## src/rtl/control_sequencer.sv

```systemverilog
// control_sequencer: multi-cycle accumulator CPU controller (FETCH / LOAD_IR / EXEC / WRITEBACK / HALTED).
// Build option: define CTRL_JZ_EN to make opcode 8 jump when acc is zero; undefined, opcode 8 is a NOP.
module control_sequencer #(
  parameter logic [11:0] RESET_PC = 12'h000
) (
  input  logic        clk,
  input  logic        reset,
  output logic [15:0] mem_addr,
  output logic [15:0] mem_wdata,
  output logic        mem_we,
  input  logic [15:0] mem_rdata,
  output logic [3:0]  alu_op,
  output logic [15:0] alu_a,
  output logic [15:0] alu_b,
  input  logic [15:0] alu_result,
  output logic [11:0] pc,
  output logic [15:0] acc,
  output logic [15:0] ir,
  output logic        halted
);

  typedef enum logic [2:0] {
    S_FETCH,
    S_LOAD_IR,
    S_EXEC,
    S_WRITEBACK,
    S_HALTED
  } state_t;

  localparam logic [3:0] OP_LOAD  = 4'h0;
  localparam logic [3:0] OP_STORE = 4'h1;
  localparam logic [3:0] OP_ADD   = 4'h2;
  localparam logic [3:0] OP_SUB   = 4'h3;
  localparam logic [3:0] OP_AND   = 4'h4;
  localparam logic [3:0] OP_OR    = 4'h5;
  localparam logic [3:0] OP_XOR   = 4'h6;
  localparam logic [3:0] OP_JUMP  = 4'h7;
  localparam logic [3:0] OP_SHL   = 4'h9;
  localparam logic [3:0] OP_SHR   = 4'hA;
  localparam logic [3:0] OP_HALT  = 4'hF;

  state_t      r_state;
  state_t      w_next_state;
  logic [11:0] r_pc;
  logic [15:0] r_acc;
  logic [15:0] r_ir;
  logic [3:0]  w_opcode;
  logic        w_mem_op;
  logic        w_shift_op;
  logic        w_jz_take;

  assign w_opcode   = r_ir[15:12];
  assign w_mem_op   = (w_opcode == OP_LOAD) || (w_opcode == OP_ADD) || (w_opcode == OP_SUB) ||
                      (w_opcode == OP_AND)  || (w_opcode == OP_OR)  || (w_opcode == OP_XOR);
  assign w_shift_op = (w_opcode == OP_SHL) || (w_opcode == OP_SHR);

`ifdef CTRL_JZ_EN
  localparam logic [3:0] OP_JZ = 4'h8;
  assign w_jz_take = (w_opcode == OP_JZ) && (r_acc == 16'h0000);
`else
  assign w_jz_take = 1'b0;
`endif

  // NOTE: sequential state uses non-blocking assignments so every flop samples pre-edge values.
  always_ff @(posedge clk) begin
    if (!reset) r_state <= S_FETCH;
    else        r_state <= w_next_state;
  end

  // NOTE: every always_comb output gets a default first, so no path can infer a latch.
  always_comb begin
    w_next_state = r_state;
    case (r_state)
      S_FETCH:     w_next_state = S_LOAD_IR;
      S_LOAD_IR:   w_next_state = S_EXEC;
      S_EXEC: begin
        if (w_opcode == OP_HALT) w_next_state = S_HALTED;
        else if (w_mem_op)       w_next_state = S_WRITEBACK;
        else                     w_next_state = S_FETCH;
      end
      S_WRITEBACK: w_next_state = S_FETCH;
      S_HALTED:    w_next_state = S_HALTED;
      default:     w_next_state = S_FETCH;
    endcase
  end

  // Architectural registers; an instruction aborted by reset never commits anything.
  always_ff @(posedge clk) begin
    if (!reset) begin
      r_pc  <= RESET_PC;
      r_acc <= 16'h0000;
      r_ir  <= 16'h0000;
    end else begin
      case (r_state)
        S_LOAD_IR: begin
          r_ir <= mem_rdata;
          r_pc <= r_pc + 12'd1;
        end
        S_EXEC: begin
          if ((w_opcode == OP_JUMP) || w_jz_take) r_pc <= r_ir[11:0];
          if (w_shift_op)                         r_acc <= alu_result;
        end
        S_WRITEBACK: r_acc <= (w_opcode == OP_LOAD) ? mem_rdata : alu_result;
        default: ;
      endcase
    end
  end

  // Memory port: the write strobe is gated by reset so a store cut short by reset never lands.
  always_comb begin
    mem_addr = {4'h0, r_pc};
    mem_we   = 1'b0;
    if ((r_state == S_EXEC) && (w_mem_op || (w_opcode == OP_STORE)))
      mem_addr = {4'h0, r_ir[11:0]};
    if ((r_state == S_EXEC) && (w_opcode == OP_STORE) && reset)
      mem_we = 1'b1;
  end

  always_comb begin
    alu_op = 4'b0000;
    case (w_opcode)
      OP_ADD: alu_op = 4'b0000;
      OP_SUB: alu_op = 4'b0001;
      OP_SHL: alu_op = 4'b0100;
      OP_SHR: alu_op = 4'b0101;
      OP_AND: alu_op = 4'b1000;
      OP_OR:  alu_op = 4'b1001;
      OP_XOR: alu_op = 4'b1010;
      default: alu_op = 4'b0000;
    endcase
  end

  assign mem_wdata = r_acc;
  assign alu_a     = r_acc;
  assign alu_b     = mem_rdata;
  assign pc        = r_pc;
  assign acc       = r_acc;
  assign ir        = r_ir;
  assign halted    = (r_state == S_HALTED);

endmodule

```

## config.mk

```make
export PLATFORM = sky130hd
export DESIGN_NAME = control_sequencer
export DESIGN_NICKNAME = d
export VERILOG_FILES = /design/src/rtl/control_sequencer.sv
export SDC_FILE = /design/constraint.sdc
export NUM_CORES = 1
export LEC_CHECK = 0
export ABC_AREA = 1
export CAP_MARGIN = 20
export CORE_MARGIN = 2
export CORE_UTILIZATION = 44
export DETAILED_ROUTE_END_ITERATION = 8
export PLACE_DENSITY_LB_ADDON = 0.15
export SLEW_MARGIN = 20
export SYNTH_ARGS = -nofsm -noshare
export SYNTH_HDL_FRONTEND = slang
export SYNTH_SLANG_ARGS = --single-unit
```

## constraint.sdc

```tcl
create_clock -name clk -period 2.3 [get_ports clk]
set_input_delay 0.46 -clock clk [delete_from_list [all_inputs] [get_ports clk]]
set_output_delay 0.46 -clock clk [all_outputs]
set_load 0.02 [all_outputs]
```

# ---- Word level (Yosys, flattened, before mapping)
# Index checks and enable logic that the tools add are counted.
dict set report totals {
  out_inout_bits 114
  register_bits 47
  word_cells 48
  inputBits 34
}
dict set report classes {
  n_eq_ne 16
  mux 11
  n_reduce_logical 16
  n_addsub 1
}
# operator n
set ops {}
lappend ops {{16-bit two-way mux} 2}
lappend ops {{16-bit one-hot mux with 2 select lines} 1}
lappend ops {{12-bit two-way mux} 2}
lappend ops {{12-bit one-hot mux with 2 select lines} 1}
lappend ops {{4-bit one-hot mux with 6 select lines} 1}
lappend ops {{4-bit by 3-bit equality test with 1-bit output (second input constant)} 4}
lappend ops {{12-bit by 1-bit adder with 12-bit output (second input constant)} 1}
lappend ops {{4-bit equality test (second input constant)} 3}
lappend ops {{3-bit one-hot mux with 4 select lines} 1}
lappend ops {{4-bit by 2-bit equality test with 1-bit output (second input constant)} 2}
lappend ops {{1-bit logical OR} 7}
lappend ops {{3-bit by 2-bit equality test with 1-bit output (second input constant)} 2}
lappend ops {{4-bit by 1-bit equality test with 1-bit output (second input constant)} 1}
lappend ops {{4-bit logical NOT} 1}
lappend ops {{2-bit != test (second input constant)} 2}
lappend ops {{2-bit AND reduction} 2}
lappend ops {{2-bit nonzero test} 2}
lappend ops {{3-bit by 1-bit equality test with 1-bit output (second input constant)} 1}
lappend ops {{3-bit equality test (second input constant)} 1}
lappend ops {{1-bit logical AND} 3}
lappend ops {{3-bit logical NOT} 1}
lappend ops {{3-bit two-way mux} 1}
lappend ops {{2-bit two-way mux} 1}
lappend ops {{1-bit two-way mux} 1}

# ---- Longest topological paths before layout
# Gate-level depths: netlist (run 1).
dict set report logic_depth {
  depth_word 9
  depth_mapped 9
  mapped_depth_nobuf 9
}

# ---- Worst setup path after synthesis (run 1)
# OpenSTA, ideal clock, no wires.
dict set report synth_timing {
  path_type {flip-flop to output port}
  from {register r_ir[14], in the netlist ir[14]}
  to {output mem_addr[0]}
  slack_ns 0.035
  path_stages_with_launch 8
  arrival_time_ns 1.805
  path_buffers 1
  path_cell_list {dfxtp_1 -> inv_2 -> nor2_1 -> inv_1 -> nor2_2 -> o21ai_2 -> buf_4 -> o21ai_0}
}
dict set report synth_between {
  elab_chain_cells 9
  word_cells_on_any_way 15
}
# item line
set synth_lines {}
lappend synth_lines {{from (decl)} 46} ;# logic [15:0] r_ir;
lappend synth_lines {{from (signal assigned)} 96} ;# r_ir <= mem_rdata;
lappend synth_lines {{4-bit by 2-bit equality test with 1-bit output / 4-bit logical NOT (equally long branches)} 53} ;# assign w_mem_op = (w_opcode == OP_LOAD) || (w_opcode == OP_ADD) || (w_opcode == OP_SUB) ||
lappend synth_lines {{1-bit logical OR (3 in a row)} 53}
lappend synth_lines {{1-bit logical OR (2 in a row)} 54} ;# (w_opcode == OP_AND) || (w_opcode == OP_OR) || (w_opcode == OP_XOR);
lappend synth_lines {{1-bit logical OR (*)} 113} ;# if ((r_state == S_EXEC) && (w_mem_op || (w_opcode == OP_STORE)))
lappend synth_lines {{1-bit logical AND (*)} 113}
lappend synth_lines {{12-bit two-way mux (*)} 113}
lappend synth_lines {{to (decl)} 8} ;# output logic [15:0] mem_addr,
# Every way passes the cells marked *; elsewhere a longest branch is shown, timed or not.

# ---- Worst setup path in the final report (run 1)
dict set report layout_timing {
  from {register r_ir[12], in the netlist ir[12]}
  to {output alu_op[1]}
}
dict set report layout_between {
  elab_chain_cells 2
  word_cells_on_any_way 7
}
# item line
set layout_lines {}
lappend layout_lines {{4-bit by 3-bit equality test with 1-bit output (tied with other cells)} 121} ;# case (w_opcode)
lappend layout_lines {{4-bit one-hot mux with 6 select lines (*)} 121}
lappend layout_lines {{to (decl)} 12} ;# output logic [3:0] alu_op,
# Marks and branches as above.

==> results of run 1 <==
==> cells by family (layout without fill, tap and decap cells) <==
logic type | after synthesis | after routing | share of synthesized area
other | 1 | 4 | 0.00129
AO/OA/AOI/OAI | 94 | 94 | 0.167
AND/OR/NAND/NOR | 193 | 193 | 0.288
adder cells (fa/ha/maj) | 1 | 1 | 0.00429
XOR/XNOR | 1 | 1 | 0.00300
flip-flops | 47 | 47 | 0.323
buffers and inverters | 103 | 198 | 0.213
==> registers in the layout, indices dropped and copies added, names as in the netlist <==
| register | count |
|---|---|
| acc | 16 |
| ir | 16 |
| pc | 12 |
| r_state | 3 |
==> layout make-up <==
cell class | instances | area share
timing repair buffer | 157 | 0.360
sequential | 47 | 0.227
tap | 77 | 0.0232
clock inverter | 2 | 0.0145
multi-input combinational | 293 | 0.328
clock buffer | 6 | 0.0175
inverter | 33 | 0.0298
==> timing repair <==
action                     in CTS  in global routing
setup endpoints to repair      13                 15
resized for setup              13                 39
hold endpoints to repair        0                  0
gates cloned                    0                  0
==> tightest hold or removal path: stages, from the launching register on <==
cell and delay [ps]:
dfxtp_1 330, inv_1 60, a21oi_1 50
==> how the worst max path moves through the flow <==
| stage | from | end | cells after the start |
|---|---|---|---|
| 2_1_floorplan | ir[14] | mem_addr[0] | 7 |
| 3_3_place_gp | reset | mem_we | 4 |
| 3_5_place_dp | reset | mem_we | 4 |
| 4_1_cts | ir[14] | mem_addr[7] | 8 |
| 5_1_grt | ir[14] | mem_addr[6] | 8 |
| 6_report | ir[12] | alu_op[1] | 5 |
==> where the power goes <==
group | switching [mW] | internal, mW
logic | 0.648 | 0.490
clock network | 0.269 | 0.434
registers | 0.0893 | 0.905
total | 1.01 | 1.83
==> cell usage after synthesis, types with 2 or more instances <==
library cell,n
nand2_1,90
buf_4,55
o21ai_0,55
nor2_1,51
dfxtp_1,47
a21oi_1,33
nand3_1,32
inv_1,28
clkbuf_1,6
nand2_2,6
buf_2,4
inv_2,4
buf_6,3
nand4_1,3
nand3b_1,2
nor2_2,2
nor2_4,2
==> per-layer routing <==
metal,vias to the layer above,GRT usage
met2,124,0.378
li1,1562,-
met1,1352,0.281
met3,11,0.0545
met5,-,0
met4,0,0.0851
==> reports/metrics.cfg, run 1 <==
[outcome]
status = complete, no violations

[pwr]
finalPower_mw = 2.84
irDropWorstVdd_mv = 0.362
leakage_nw = 1.73
power.density_nw_per_um2 = 683

[placed_design]
placed_area_sq_um = 4070
gp_congestion = 0.885
port_buffers = 143
dpl.cell_count = 607
dp_slack_ps = -182
dp_hpwl_um = 6300

[yosys]
ys_ff_latch = 47
ys_seq_area_frac = 0.323
synth_cell_types = 34
syn_area_per_cell_sq_um = 6.63
synth_top_area_cell = dfxtp_1
yosys_warnings = 0
async_flop_share = 0
synthTopCellsByArea = dfxtp_1, buf_4, nand2_1
synth_top_area_share = 0.323
synth_cells = 440
synthFlopType = dfxtp_1
synth_edf_count = 0
netlist_area_sq_um = 2920

[detailed_routing]
route.met2.wl_um = 4050
drt_pass1_iterations = 4
wl_per_cell_um = 13.5
drtIter0Drc = 92
vias = 3049
vias_per_cell = 4.96
met1Wirelength_um = 3600
ant_nets = 0
wl_met3_um = 538
drc = 0
top_layer = met4
wirelength_um = 8310

[worst_setup_path]
crit_chain = buf_4 -> inv_1 -> nand2_2 -> nor2_1 -> clkdlybuf4s50_1
worstPathArrival_ps = 1670
path_buf_inv = 3
crit_slowest_cell = clkdlybuf4s50_1
critical_path.top_delay_family = buffers and inverters
r2r-end = pc[2]
cp-end-kind = primary output
reg2reg_depth = 8
cpPeakStageDelay_ps = 610
crit-reg2reg-launch = r_state[1]
cp_data_required_time_ps = 1840
r2r_slack_ps = 540
crit_type = reg -> out
cp_max_fo = 5
critPathLaunchType = flop

[clock_network]
cts_tree = yes
cts_buffers = 5
clockBufferDepth = 2
clkTransAtPathRegs_ps = 90
cts_setup_buffers = 0
clk_latency_ps = 300
cts-root-buf = clkbuf_8
cts_max_level = 2
cts_sinks = 47
cts_hold_buf = 0

[sta]
finalHoldViolCount = 0
setup_viol = 0
period_needed_ps = 2130
fmax_ghz = 0.469
grt_setup_unrepaired = no
worst_pin_slew_ps = 664
fin_tns_setup_ps = 0
slew_headroom = 0.556
finClkSkew_ps = 7.49
drv_slew = 0
setup_ws_ps = 168
whs_ps = 482
fin_crit_sh = 0.927

[finish]
final_cell_area_sq_um = 4150
fin_nets = 572
instances_no_fill = 615
nFillCells = 598
num_antenna_cells = 0
multi_input_area_sq_um = 1360
final_common_cell = clkdlybuf4s50_1
area_growth_pct = 42.4
register_area_sq_um = 941
final_cell_mix = clkdlybuf4s50_1, nand2_1, o21ai_0
fin_util = 0.650
drive_gt1_frac = 0.0967

[worst_hold_path]
holdPathStages = 2
hold_path_class = reg -> reg
min_from = ir[0]
hold_end = ir[0]

[grt]
antenna_found_initial = 0
grt_pass1_wl_um = 13500
grt_overflow = 0
grt_usage = 0.226
grt_max_degree = 40
grt_pass1_vias = 2989

[floorplanning]
num_rows = 29
die_h_um = 85.4
core_sq_um = 6390
dieArea_sq_um = 7290
initial_core_util = 0.457
boundaryPins = 148
die_w_um = 85.4

[flow_run]
drv_cap = 0

Note: power is estimated with default switching activity, not from simulation.
==> run 2: changes to the inputs <==
==> constraint.sdc (replaced) <==
create_clock -name clk -period 2.3 [get_ports clk]
set_input_delay 0.345 -clock clk [delete_from_list [all_inputs] [get_ports clk]]
set_output_delay 0.345 -clock clk [all_outputs]
set_load 0.02 [all_outputs]
==> run 2 against run 1 <==
Against the previous run: hold slack improved by 12 ps; combinational power is essentially flat; highest routed layer unchanged; clock power shrank 27%; largest cell class unchanged; non-clock buffer count decreased by 3.
==> reports/metrics.cfg, run 2 (same netlist as run 1, synthesis figures left out) <==
[sta]
finClkSkew_ps = 9.12
whs_ps = 494
fin_crit_sh = 0.965
slew_headroom = 0.549
worst_pin_slew_ps = 676
setup_viol = 0
fmax_ghz = 0.451
period_needed_ps = 2220
fin_tns_setup_ps = 0
grt_setup_unrepaired = no
finalHoldViolCount = 0
drv_slew = 0

[detailed_routing]
vias_per_cell = 5.13
drt_pass1_iterations = 4
vias = 3132
drc = 0
wirelength_um = 8660
wl_per_cell_um = 14.2
ant_nets = 0
drtIter0Drc = 132

[finish]
final_cell_area_sq_um = 4070
fin_nets = 569
nFillCells = 591
num_antenna_cells = 0
area_growth_pct = 39.6
final_common_cell = clkdlybuf4s50_1
final_cell_mix = clkdlybuf4s50_1, nand2_1, o21ai_0
drive_gt1_frac = 0.0899

[pwr]
power.density_nw_per_um2 = 648
irDropWorstVdd_mv = 0.331
power.switching_mw = 1.02
p_sw_frac = 0.387
leakage_nw = 1.64
pwr-share-comb = 0.428
cellInternalPower_mw = 1.62
clkPwrFrac = 0.195
seqPwrFrac = 0.378

[floorplanning]
num_rows = 29
die_h_um = 85.4
die_w_um = 85.4
dieArea_sq_um = 7290
core_sq_um = 6390
boundaryPins = 148
initial_core_util = 0.457

[grt]
antenna_found_initial = 0
grt_pass1_vias = 3057
grt_overflow = 0
grt_max_degree = 40
grt_usage = 0.236
grt_pass1_wl_um = 14100

[placed_design]
gp_congestion = 0.837
placed_area_sq_um = 4040
dp_hpwl_um = 6470
port_buffers = 143

[worst_setup_path]
cp-end-kind = primary output
reg2reg_depth = 9
cp_data_required_time_ps = 1960
crit_type = reg -> out
cp_max_fo = 4
critPathLaunchType = flop
worstPathArrival_ps = 1870

[worst_hold_path]
hold_path_class = reg -> reg
holdPathStages = 2

[clock_network]
cts_hold_buf = 0
clk_latency_ps = 300
cts_max_level = 2
cts_tree = yes
cts_buffers = 5
clockBufferDepth = 2
clkTransAtPathRegs_ps = 80
cts_sinks = 47
cts-root-buf = clkbuf_8
cts_setup_buffers = 0

[outcome]
status = complete, no violations

[flow_run]
drv_cap = 0

run 2: layer usage:
layer / routed length, um / vias up / GRT usage
met5: 0 / - / 0
met4: 127 / 0 / 0.0534
met3: 567 / 12 / 0.0467
met2: 4260 / 137 / 0.421
met1: 3710 / 1428 / 0.292
li1: - / 1555 / -
run 2: metrics by stage:
stage / setup WS (ps) / utilization / instances / power (mW)
final: 80.5 / 0.637 / 611 / 2.64
after floorplan: 150 / - / 443 / 1.72
after CTS: 13.4 / 0.644 / 611 / 2.65
after global placement: 76.2 / 0.632 / 604 / 2.15
after global routing: 10.9 / 0.637 / 611 / 2.79
after detailed placement: 72.7 / 0.632 / 604 / 2.16
run 2: final timing paths:
check | start | endpoint | slack (ps)
setup / recovery | ir[14] | alu_op[0] | 80
hold / removal | ir[0] | ir[0] | 490
setup reg to reg | r_state[2] | pc[2] | 570
hold reg to reg | ir[0] | ir[0] | 490
run 2: layout make-up:
cell class | instances | area, sq um | area share
Clock inverter | 1 | 5.00 | 0.00123
Timing Repair Buffer | 154 | 1460 | 0.358
Sequential cell | 47 | 941 | 0.231
Multi-Input combinational cell | 293 | 1360 | 0.335
Tap cell | 77 | 96.3 | 0.0237
Inverter | 33 | 124 | 0.0304
Clock buffer | 6 | 82.6 | 0.0203
run 2: timing repair:
action	in CTS	in global routing
endpoints found under the setup margin	13	11
gates resized for setup	13	34
pin swaps	0	0
gates cloned	0	0
run 2: worst max-delay path, stage by stage, from the launching register on:
cell	delay, ps
dfxtp_1	370
inv_2	70
nor2_1	160
inv_1	110
o221ai_1	210
clkdlybuf4s50_1	650
run 2: power groups by stage:
stage	registers [mW]	logic, mW	clock network [mW]
finish	0.995	1.13	0.513
CTS	0.995	1.14	0.521
detailed placement	1.01	1.15	0
global placement	1.01	1.14	0
global route	1.01	1.22	0.555
floorplan	1.11	0.610	0
==> run 3: changes to the inputs <==
- CORE_UTILIZATION: 44 -> 40
- clock period: 2.3 -> 2.1 ns (I/O delays scaled with it)
==> run 3 against run 2 <==
Against the previous run: clock skew fell by 6.7 ps; clock power barely moved; register-to-register slack got worse by 260 ps; via count fell by 2.9%; sequential power rose by 9.5%; non-clock buffer count rose by 4; hold slack improved by 5.8 ps.
==> reports/metrics.cfg, run 3 (same netlist as run 1, synthesis figures left out) <==
[worst_setup_path]
cp_data_required_time_ps = 1780
cp-end-kind = primary output
worstPathArrival_ps = 1690
cp_max_fo = 5
critPathLaunchType = flop
crit_type = reg -> out

[sta]
grt_setup_unrepaired = no
finClkSkew_ps = 2.43
fmax_ghz = 0.498
setup_ws_ps = 93.4
finalHoldViolCount = 0
setup_viol = 0
worst_pin_slew_ps = 693
period_needed_ps = 2010
fin_crit_sh = 0.956
fin_tns_setup_ps = 0
slew_headroom = 0.537
drv_slew = 0

[grt]
antenna_found_initial = 0
grt_max_degree = 40
grt_pass1_vias = 2878
grt_pass1_wl_um = 13500
grt_usage = 0.217
grt_overflow = 0

[outcome]
status = complete, no violations

[clock_network]
cts_sinks = 47
clockBufferDepth = 2
cts_max_level = 2
cts_setup_buffers = 0
cts_hold_buf = 0
cts-root-buf = clkbuf_8
clk_latency_ps = 300
cts_buffers = 5
clkTransAtPathRegs_ps = 80
cts_tree = yes

[floorplanning]
die_h_um = 89.4
core_sq_um = 7140
num_rows = 31
die_w_um = 89.4
boundaryPins = 148
dieArea_sq_um = 7990
initial_core_util = 0.408

[finish]
num_antenna_cells = 0
final_common_cell = clkdlybuf4s50_1
final_cell_area_sq_um = 4120
final_cell_mix = clkdlybuf4s50_1, nand2_1, o21ai_0
area_growth_pct = 41.2
fin_nets = 573
drive_gt1_frac = 0.0987
fin_util = 0.577

[flow_run]
drv_cap = 0

[placed_design]
placed_area_sq_um = 4100
dp_hpwl_um = 6320
dp_slack_ps = -98.8
port_buffers = 143
gp_congestion = 0.813

[worst_hold_path]
hold_path_class = reg -> reg

[detailed_routing]
vias_per_cell = 4.78
drt_pass1_iterations = 4
wl_per_cell_um = 13.4
ant_nets = 0
drc = 0
drtIter0Drc = 105
wirelength_um = 8540
vias = 3041

[pwr]
power.density_nw_per_um2 = 693
irDropWorstVdd_mv = 0.320
leakage_nw = 1.68

## run 3: changes by cell type in the layout (fill, tap and decap cells not counted), moves of 3 or more
| cell | previous run | this run |
|---|---|---|
| buf_2 | 1 | 5 |
| buf_4 | 11 | 15 |
| clkbuf_2 | 10 | 7 |
| clkdlybuf4s50_1 | 130 | 127 |
## run 3: per-layer routing
| metal | GRT usage | wire length (um) |
|---|---|---|
| met1 | 0.267 | 3740 |
| met2 | 0.374 | 4130 |
| met3 | 0.0508 | 562 |
| met4 | 0.0665 | 110 |
| met5 | 0 | 0 |
## run 3: worst max-delay path, stage by stage (launching register included)
cell,delay [ps]
dfxtp_1,320
buf_4,150
inv_1,90
nand2_2,80
nor2_1,130
clkdlybuf4s50_1,620
## run 3: what timing repair did
action	4_1_cts	5_1_grt
endpoints found under the hold margin	0	0
setup endpoints to repair	15	14
gates resized for setup	28	30
pin swaps	0	0
## run 3: report_power, final
group	leakage, nW	switching, mW	internal, mW	total, mW
Sequential	0.385	0.0957	0.992	1.09
Clock	0.0371	0.292	0.223	0.515
Combinational	1.26	0.721	0.530	1.25
## run 3: final timing paths
| kind | start | slack, ps | cells after the start | end |
|---|---|---|---|---|
| setup / recovery | ir[12] | 90 | 5 | alu_op[1] |
| hold / removal | ir[0] | 500 | 2 | ir[0] |
| hold reg to reg | ir[0] | 500 | 2 | ir[0] |
| setup reg to reg | r_state[2] | 310 | 9 | pc[2] |
## run 3: final cells by class
type	instances	area (sq um)
Inverter	33	124
Sequential cell	47	942
Fill cell	714	3020
Tap cell	99	124
Timing Repair Buffer	158	1480
Clock buffer	6	72.6
Multi-Input combinational cell	293	1370
## run 3: metrics by stage
step,hold slack (ps),total power [mW],std cells
3_3_place_gp,479,2.37,630
4_1_cts,500,2.89,636
2_1_floorplan,508,1.88,443
5_1_grt,521,3.03,636
6_report,500,2.85,636
3_5_place_dp,488,2.38,630
